<file path="config.mk">
export PLATFORM = sky130hd
export DESIGN_NAME = hazard_scoreboard
export DESIGN_NICKNAME = d
export VERILOG_FILES = /design/src/rtl/hazard_pkg.sv /design/src/rtl/md_countdown.sv /design/src/rtl/hazard_scoreboard.sv
export SDC_FILE = /design/constraint.sdc
export NUM_CORES = 1
export LEC_CHECK = 0
export ABC_CLOCK_PERIOD_IN_PS = 6700
export CAP_MARGIN = 5
export CORE_ASPECT_RATIO = 1.1
export CORE_MARGIN = 2
export CORE_UTILIZATION = 45
export DETAILED_ROUTE_END_ITERATION = 8
export PLACE_DENSITY = 0.73
export SLEW_MARGIN = 30
export SYNTH_ARGS = -nofsm -noshare
export SYNTH_HDL_FRONTEND = slang
export SYNTH_HIERARCHICAL = 1
export SYNTH_SLANG_ARGS = --single-unit
</file>
<file path="constraint.sdc">
create_clock -name clk -period 6.7 [get_ports clk]
set_clock_uncertainty 0.15 [all_clocks]
set_input_delay 1.34 -clock clk [delete_from_list [all_inputs] [get_ports clk]]
set_output_delay 1.34 -clock clk [all_outputs]
set_load 0.01 [all_outputs]
</file>
<file path="src/rtl/hazard_pkg.sv">
// Shared types and helpers for the Tuse/Tnew hazard scoreboard.
// Slot layout, tnew ageing and forward-select encodings.
package hazard_pkg;

    localparam int SLOT_RA_W = 5;
    localparam int SLOT_TW   = 2;

    typedef struct packed {
        logic                 valid;
        logic [SLOT_RA_W-1:0] dst;
        logic [SLOT_TW-1:0]   tnew;
    } slot_t;

    localparam slot_t SLOT_EMPTY = '0;

    // fwd select 0 means "read the register file"; k>0 means slot k-1
    localparam int FWD_REGFILE = 0;

    function automatic logic [SLOT_TW-1:0] tnew_sat_dec(
        input logic [SLOT_TW-1:0] t
    );
        return (t == '0) ? '0 : t - 1'b1;
    endfunction

endpackage

</file>
<file path="src/rtl/md_countdown.sv">
// Mult/div busy countdown: load on start, decrement to zero, hold.
// A load while already busy restarts the full latency.
module md_countdown #(
    parameter int LAT = 5
) (
    input  logic clk,
    input  logic reset_n,
    input  logic load,
    output logic busy
);

    localparam int W = $clog2(LAT + 1);

    logic [W-1:0] cnt_q, cnt_d;

    // next count: reload, otherwise count down and stick at zero
    always_comb begin
        cnt_d = cnt_q;
        if (load) begin
            cnt_d = W'(LAT);
        end else if (cnt_q != '0) begin
            cnt_d = cnt_q - 1'b1;
        end
    end

    // counter register
    always_ff @(posedge clk or negedge reset_n) begin
        if (!reset_n) begin
            cnt_q <= '0;
        end else begin
            cnt_q <= cnt_d;
        end
    end

    assign busy = (cnt_q != '0);

endmodule

</file>
<file path="src/rtl/hazard_scoreboard.sv">
// Tuse/Tnew hazard unit: per-stage writer slots, ID stall and forwarding,
// internal mult/div busy tracking and a stall-cycle counter.
module hazard_scoreboard
    import hazard_pkg::*;
#(
    parameter int NSTAGE = 3,
    parameter int RA_W   = SLOT_RA_W,
    parameter int TW     = SLOT_TW,
    parameter int MD_LAT = 5,
    parameter int CNT_W  = 32,
    localparam int SELW  = $clog2(NSTAGE + 1)
) (
    input  logic             clk,
    input  logic             reset_n,
    input  logic             id_valid,
    input  logic [RA_W-1:0]  id_rs,
    input  logic [RA_W-1:0]  id_rt,
    input  logic             id_use_rs,
    input  logic             id_use_rt,
    input  logic [TW-1:0]    id_tuse_rs,
    input  logic [TW-1:0]    id_tuse_rt,
    input  logic             id_wr,
    input  logic [RA_W-1:0]  id_dst,
    input  logic [TW-1:0]    id_tnew,
    input  logic             id_hilo,
    input  logic             md_start,
    input  logic             flush,
    output logic             stall,
    output logic [SELW-1:0]  fwd_rs_sel,
    output logic [SELW-1:0]  fwd_rt_sel,
    output logic             md_busy,
    output logic [CNT_W-1:0] stall_cycles
);

    slot_t slot_q [NSTAGE];
    slot_t slot_d [NSTAGE];

    logic [NSTAGE-1:0] hit_rs, hit_rt;
    logic              rs_match, rt_match;
    logic [TW-1:0]     rs_tnew, rt_tnew;
    logic [SELW-1:0]   rs_sel, rt_sel;
    logic              stall_rs, stall_rt, stall_hilo;
    logic              load_slot0;
    logic [CNT_W-1:0]  stall_cycles_q, stall_cycles_d;

    for (genvar g = 0; g < NSTAGE; g++) begin : g_match
        assign hit_rs[g] = slot_q[g].valid && (slot_q[g].dst == id_rs)
                           && (id_rs != '0) && id_use_rs;
        assign hit_rt[g] = slot_q[g].valid && (slot_q[g].dst == id_rt)
                           && (id_rt != '0) && id_use_rt;
    end

    // priority pick: scan oldest to youngest so the youngest hit wins
    always_comb begin
        rs_match = 1'b0;
        rt_match = 1'b0;
        rs_tnew  = '0;
        rt_tnew  = '0;
        rs_sel   = SELW'(FWD_REGFILE);
        rt_sel   = SELW'(FWD_REGFILE);
        for (int i = NSTAGE - 1; i >= 0; i--) begin
            if (hit_rs[i]) begin
                rs_match = 1'b1;
                rs_tnew  = slot_q[i].tnew;
                rs_sel   = SELW'(i + 1);
            end
            if (hit_rt[i]) begin
                rt_match = 1'b1;
                rt_tnew  = slot_q[i].tnew;
                rt_sel   = SELW'(i + 1);
            end
        end
    end

    // stall and forward decisions; flush deliberately plays no part here
    always_comb begin
        stall_rs   = rs_match && (rs_tnew > id_tuse_rs);
        stall_rt   = rt_match && (rt_tnew > id_tuse_rt);
        stall_hilo = id_hilo && (md_busy || md_start);
        stall      = id_valid && (stall_rs || stall_rt || stall_hilo);
        fwd_rs_sel = (rs_match && rs_tnew == '0) ? rs_sel : SELW'(FWD_REGFILE);
        fwd_rt_sel = (rt_match && rt_tnew == '0) ? rt_sel : SELW'(FWD_REGFILE);
    end

    // slot shift: new writer or bubble into EX, age the rest, flush kills young
    always_comb begin
        load_slot0 = id_valid && id_wr && (id_dst != '0) && !stall && !flush;
        slot_d[0]  = SLOT_EMPTY;
        if (load_slot0) begin
            slot_d[0].valid = 1'b1;
            slot_d[0].dst   = id_dst;
            slot_d[0].tnew  = id_tnew;
        end
        for (int i = 1; i < NSTAGE; i++) begin
            slot_d[i]      = slot_q[i-1];
            slot_d[i].tnew = tnew_sat_dec(slot_q[i-1].tnew);
            if (flush && i <= NSTAGE - 2) begin
                slot_d[i] = SLOT_EMPTY;
            end
        end
        stall_cycles_d = stall_cycles_q + CNT_W'(stall);
    end

    // slot and statistics registers
    always_ff @(posedge clk or negedge reset_n) begin
        if (!reset_n) begin
            for (int i = 0; i < NSTAGE; i++) begin
                slot_q[i] <= SLOT_EMPTY;
            end
            stall_cycles_q <= '0;
        end else begin
            for (int i = 0; i < NSTAGE; i++) begin
                slot_q[i] <= slot_d[i];
            end
            stall_cycles_q <= stall_cycles_d;
        end
    end

    assign stall_cycles = stall_cycles_q;

    md_countdown #(
        .LAT (MD_LAT)
    ) u_md (
        .clk     (clk),
        .reset_n (reset_n),
        .load    (md_start && !flush),
        .busy    (md_busy)
    );

endmodule

</file>
==> results of run 1 <==
==> metrics by stage <==
stage               worst slack [ns]  cell area (µm²)  utilization, %
floorplan                       1.15             2950               -
global placement               0.402             3720            59.4
detailed placement             0.309             3720            59.4
CTS                            0.304             4000            63.8
global route                   0.125             4000            63.8
finish                         0.300             4000            63.8
==> power groups by stage <==
stage / clock network, mW / registers, mW / logic [mW]
after floorplan: 0 / 0.426 / 0.0773
after global placement: 0 / 0.423 / 0.168
after detailed placement: 0 / 0.423 / 0.170
after CTS: 0.446 / 0.417 / 0.171
after global routing: 0.465 / 0.422 / 0.184
final: 0.436 / 0.418 / 0.168
==> cells in the mapped netlist <==
cell      number  area [µm²]
nand2_1       29         109
nand3_1       13        65.1
or4_1          6        45.0
nand2b_4       1        13.8
nor2b_1       12        75.1
nand3b_1       4        30.0
clkbuf_2       1        5.00
a211oi_1       3        22.5
and3b_1        2        17.5
and3_1         3        18.8
xor2_1        13         114
nand2b_1       2        12.5
nand4_1       13        81.3
o21ai_1        1        5.00
o21a_1         1        7.51
nor3_1         9        45.0
clkbuf_1       2        7.51
o21ai_0        4        20.0
o211ai_4       1        21.3
buf_1          1        3.75
a21oi_1        2        10.0
mux2i_1        1        10.0
a31oi_1        4        25.0
nor2_1        22        82.6
or3_1          1        6.26
inv_1         10        37.5
and2_1         2        12.5
o31ai_1        1        7.51
dfrtp_1       59        1480
a211o_1        1        8.76
xnor2_1       47         412
nor3b_1        5        37.5
nor4_1         1        6.26
ha_1           8         100
==> worst max-delay path: stages <==
cell	delay, ns
clkdlybuf4s50_1	0.51
xor2_1	0.19
or4_1	0.51
or4_1	0.53
a31oi_1	0.31
ha_1	0.30
nor2b_1	0.13
o21ai_0	0.28
o211ai_4	0.14
and2_1	0.20
clkdlybuf4s50_1	0.48
==> metal layers <==
metal,routed length [µm],share of wire [%],up-vias,track usage [%]
met5,0,0,-,0
met4,78,1.2,0,7.70
met3,401,6.4,8,6.16
met2,3010,48,64,31.5
met1,2790,44,1062,22.8
li1,-,-,1123,-
==> cell families after synthesis <==
group	after synthesis	synth area share [%]
adder cells (fa/ha/maj)	8	3.39
buffers and inverters	14	1.82
AO/OA/AOI/OAI	18	4.32
AND/OR/NAND/NOR	125	22.3
XOR/XNOR	60	17.8
flip-flops	59	50.0
multiplexers	1	0.339
==> layout make-up <==
class | instances | area (µm²) | share of cell area [%]
Clock buffer | 12 | 155 | 3.88
Clock inverter | 4 | 120 | 3.00
Inverter | 10 | 37.5 | 0.939
Multi-Input combinational cell | 212 | 1420 | 35.5
Sequential cell | 59 | 1480 | 36.9
Tap cell | 80 | 100 | 2.50
Timing Repair Buffer | 70 | 688 | 17.2
==> final timing paths <==
path / startpoint / end / slack (ns) / cells after the start
min: slot_d[7] / slot_q[7] / 0.27 / 0
max in group asynchronous: reset_n / slot_q[20] / 4.92 / 2
min in group asynchronous: reset_n / stall_cycles[17] / 1.00 / 2
max: id_rt[1] / stall / 0.30 / 11
max reg2reg: slot_q[21] / stall_cycles[31] / 1.86 / 17
min reg2reg: slot_d[7] / slot_q[7] / 0.27 / 0
==> registers in the layout, indices dropped and copies added (netlist names) <==
signal	cells
stall_cycles	32
slot_q	18
slot_d	6
u_md/cnt_q	3
==> flow_summary_export.csv, run 1 <==
group,metric,value,unit
status,status,"finished clean",
finish,final_cells,447,
synthesis,synth_area,2950,µm²
synthesis,synthCells,285,
clock_tree,clock_path_buffers,2,
sta,fin_tns_setup,0,ns
critical_path,crit_path_max_fanout,7,
critical_path,crit_path_end_kind,"output pin",
die,io_pins,68,
die,rows,30,
drt,num_vias,2257,
clock_tree,cts_setup_buffers,0,
power_and_ir_drop,power_frac_clock,42.7,%
grt,grt_overflow_total,0,
clock_tree,root_buffer,"clkbuf_8",
drt,wirelength,6280,µm
clock_tree,htree_levels,3,
drt,firstDrtPassIters,4,
sta,setup_viol_count_final,0,
drt,final_antenna_net_count,0,
power_and_ir_drop,seq_power_share,40.9,%
die,start_util,47.1,%
grt,grtUsageTotal,18.9,%
power_and_ir_drop,leakagePower,1.71,nW
sta,maxSlewHeadroom,51.6,%
die,core,6270,µm²
finish,drive_gt1_share,5.72,%
critical_path,path_class,"input port to output pin",
critical_path,crit_required,5.21,ns
die,die_width,81.2,µm
synthesis,synth.distinct_cells,34,
clock_tree,cts_inserted_buffers,9,
critical_path,arrival,4.91,ns
finish,fill_cells,524,
clock_tree,cts.sinks,59,
placed_design,place_hpwl,4680,µm
sta,slew_viol_final,0,
critical_path,start_kind,"input port",
die,die_h,88.9,µm
drt,wl_per_cell,14.1,µm
sta,hold_viol_final,0,
power_and_ir_drop,total_power,1.02,mW
sta,fin_hold_ws,0.269,ns
finish,layout.nets,400,
clock_tree,cts_resized,0,
power_and_ir_drop,p_comb_share,16.5,%
power_and_ir_drop,intPower,0.786,mW
clock_tree,postCtsHoldBufs,0,
placed_design,port_buffers,67,
power_and_ir_drop,swShare,23.1,%
clock_tree,path_clk_slew,0.06,ns
synthesis,seq_area_frac_synth,50.0,%
die,die_area,7220,µm²
power_and_ir_drop,p_sw,0.236,mW
grt,antenna_found_initial,0,
drt,vias_per_cell,5.05,
sta,final.min_clock_period,6.40,ns
clock_tree,cts_tree,"built",
sta,fmax,0.156,GHz
sta,grt_setup_unrepaired,"false",
hold_path,hp-class,"register to register",
sta,finalCritPeriodShare,95.5,%
power_and_ir_drop,irDropWorstVdd,0.178,mV
finish,final_common_cell,"clkdlybuf4s50_1",
synthesis,synth_fp_nets,323,
placed_design,gp_congestion,0.905,
grt,grt_pass1_vias,2276,
synthesis,avgSynthCellArea,10.4,µm²
drt,remaining_drc_errors,0,
drt,drt_iter0_drc,115,
finish,areaGrowthSynthToFinish,35.5,%
flow_run,drv_cap,0,
sta,worstMarginPinSlew,0.726,ns
grt,grt_start_max_net_pins,60,
grt,grt_pass1_wl,10200,µm
placed_design,placed_cells,431,
clock_tree,clk_latency,0.33,ns
synthesis,yosysWarningCount,6,
synthesis,ys_seq_elements,59,
power_and_ir_drop,power.density,256,nW/µm²
finish,antenna_cells,0,
finish,final_cell_mix,"66 x clkdlybuf4s50_1, 59 x dfrtp_1, 47 x xnor2_1",
No activity file was read; power rests on OpenSTA's default activity.
==> inputs of run 2 (changes only) <==
--- a/config.mk
+++ b/config.mk
@@ -5,13 +5,14 @@
 export SDC_FILE = /design/constraint.sdc
 export NUM_CORES = 1
 export LEC_CHECK = 0
-export ABC_CLOCK_PERIOD_IN_PS = 6700
+export ABC_AREA = 0
 export CAP_MARGIN = 5
 export CORE_ASPECT_RATIO = 1.1
 export CORE_MARGIN = 2
 export CORE_UTILIZATION = 45
 export DETAILED_ROUTE_END_ITERATION = 8
 export PLACE_DENSITY = 0.73
+export REMOVE_ABC_BUFFERS = 1
 export SLEW_MARGIN = 30
 export SYNTH_ARGS = -nofsm -noshare
 export SYNTH_HDL_FRONTEND = slang
==> run 2 against run 1 <==
Against the previous run: fmax down 0.54%; flip-flop and latch count unchanged; combinational power about the same; critical endpoint unchanged; final area down 1.6%; total power down 10%; register-to-register slack worse by 0.05 ns; sequential power about the same.
==> flow_summary_export.csv, run 2 (synthesis gave the netlist of run 1 again) <==
group,metric,value,unit
placed_design,place_hpwl,4810,µm
critical_path,crit_path_start,"id_rt[3]",
critical_path,worstReg2RegEnd,"stall_cycles[18]",
die,rows,30,
sta,final.min_clock_period,6.43,ns
finish,largest_reg_flops,32,
finish,antenna_cells,0,
die,start_util,47.1,%
sta,fmax,0.155,GHz
die,die_area,7220,µm²
die,core,6270,µm²
finish,seqCellArea,1480,µm²
critical_path,rr_startpoint,"slot_q[21]",
die,io_pins,68,
sta,setup_viol_count_final,0,
critical_path,cp_slowest_cell,"clkdlybuf4s50_1",
drt,vias_per_cell,5.13,
critical_path,crit_path_end_kind,"output pin",
critical_path,critical_path_buf_inv_count,3,
finish,areaGrowthSynthToFinish,33.4,%
critical_path,cp_num_cells,12,
flow_run,drv_cap,0,
grt,grt_pass1_vias,2357,
finish,layout.nets,400,
clock_tree,clock_path_buffers,2,
clock_tree,cts_setup_buffers,0,
power_and_ir_drop,leakagePower,1.67,nW
critical_path,cpLargestDelayFamily,"simple AND/OR/NAND/NOR gates",
finish,design_area,3940,µm²
clock_tree,cts_inserted_buffers,9,
drt,drt_iter0_drc,51,
placed_design,place_area,3720,µm²
grt,grt-busiest-layer,"met2",
critical_path,rr_worst_depth,18,
placed_design,port_buffers,67,
die,die_width,81.2,µm
critical_path,endpoint,"stall",
placed_design,gp_congestion,0.911,
grt,grt_pass1_wl,10600,µm
finish,drive_gt1_share,5.99,%
grt,grtUsageTotal,19.6,%
grt,grt_overflow_total,0,
grt,use_met2,33.2,%
clock_tree,htree_levels,3,
sta,fin_tns_setup,0,ns
power_and_ir_drop,irDropWorstVdd,0.216,mV
drt,final_antenna_net_count,0,
grt,grt_start_max_net_pins,60,
clock_tree,postCtsHoldBufs,0,
finish,final_cell_mix,"66 x clkdlybuf4s50_1, 59 x dfrtp_1, 47 x xnor2_1",
critical_path,path_cells,"clkdlybuf4s50_1 > xor2_1 > or4_1 > or4_1 > a31oi_1 > inv_1 > ha_1 > nand2_1 > o21ai_0 > o211ai_4 > and2_1 > clkdlybuf4s50_1",
status,status,"finished clean",
sta,worstMarginPinSlew,0.728,ns
clock_tree,clk_latency,0.33,ns
finish,multi_input_area,1420,µm²
critical_path,crit_required,5.21,ns
sta,finalCritPeriodShare,96.0,%
finish,fill_cells,545,
sta,slew_viol_final,0,
finish,final_common_cell,"clkdlybuf4s50_1",
critical_path,arrival,4.94,ns
critical_path,path_class,"input port to output pin",
clock_tree,cts_resized,0,
power_and_ir_drop,power.density,233,nW/µm²
drt,wl_per_cell,14.5,µm
clock_tree,path_clk_slew,0.06,ns
clock_tree,cts.sinks,59,
die,die_h,88.9,µm
drt,wirelength,6490,µm
drt,remaining_drc_errors,0,
critical_path,crit_path_max_fanout,7,
critical_path,reg2reg_slack,1.81,ns
critical_path,slowest_delay,0.54,ns
clock_tree,cts_tree,"built",
sta,maxSlewHeadroom,51.5,%
grt,antenna_found_initial,0,
critical_path,start_kind,"input port",
drt,num_vias,2295,
sta,grt_setup_unrepaired,"false",
grt,use_met3,5.66,%
grt,met1_usage,24.3,%
sta,hold_viol_final,0,
hold_path,hp-class,"register to register",
clock_tree,root_buffer,"clkbuf_8",
drt,firstDrtPassIters,4,
==> run 2: final cells by class <==
| cell class | instances | share of cell area (%) |
|---|---|---|
| clock inverter | 5 | 1.56 |
| tap | 80 | 2.54 |
| inverter | 10 | 0.954 |
| multi-input combinational | 212 | 36.1 |
| clock buffer | 11 | 3.85 |
| timing repair buffer | 70 | 17.5 |
| sequential | 59 | 37.5 |
==> run 2: worst register-to-register path, delay by kind of cell (launching register included) <==
family | cells | cell delay (ns)
xor gates and xnor gates | 2 | 0.33
and+or+nand+nor | 9 | 2.26
adders and majority gates | 3 | 0.83
buffers and inverters | 1 | 0.08
DFF | 1 | 0.43
AOI/OAI and AO/OA | 3 | 0.74
==> run 2: per-stage QoR <==
| stage | std cells | setup slack, ns | hold WS [ns] | power [mW] | util [%] |
|---|---|---|---|---|---|
| 2_1_floorplan | 281 | 1.21 | 0.223 | 0.503 | - |
| 6_report | 447 | 0.265 | 0.263 | 0.917 | 62.8 |
| 5_1_grt | 447 | 0.0963 | 0.290 | 0.970 | 62.8 |
| 3_3_place_gp | 431 | 0.395 | 0.248 | 0.590 | 59.4 |
| 3_5_place_dp | 431 | 0.323 | 0.252 | 0.594 | 59.4 |
| 4_1_cts | 447 | 0.302 | 0.266 | 0.931 | 62.8 |
==> run 2: per-layer routing <==
layer / share of wire [%] / routed length (µm)
met5: 0 / 0
met4: 1.1 / 72
met3: 4.8 / 314
met2: 49 / 3170
met1: 45 / 2930
==> run 2: how the worst min path moves through the flow <==
stage | to | startpoint | depth (start not counted) | slack [ns]
after floorplan | slot_q[7] | slot_d[7] | 0 | 0.22
after global placement | slot_q[7] | slot_d[7] | 0 | 0.25
after detailed placement | slot_q[7] | slot_d[7] | 0 | 0.25
after CTS | slot_q[7] | slot_d[7] | 0 | 0.27
after global routing | slot_q[7] | slot_d[7] | 0 | 0.29
final | slot_q[7] | slot_d[7] | 0 | 0.26
==> run 2: report_power, final <==
group          internal (mW)  total [mW]  switching [mW]
clock                  0.192       0.330           0.138
sequential             0.386       0.418          0.0318
combinational         0.0952       0.169          0.0737
==> inputs of run 3 (changes only) <==
--- a/config.mk
+++ b/config.mk
@@ -10,6 +10,7 @@
 export CORE_ASPECT_RATIO = 1.1
 export CORE_MARGIN = 2
 export CORE_UTILIZATION = 45
+export CTS_CLUSTER_SIZE = 20
 export DETAILED_ROUTE_END_ITERATION = 8
 export PLACE_DENSITY = 0.73
 export REMOVE_ABC_BUFFERS = 1
==> results of run 3 <==
Final layout, timing and power as in run 2 (identical DEF).
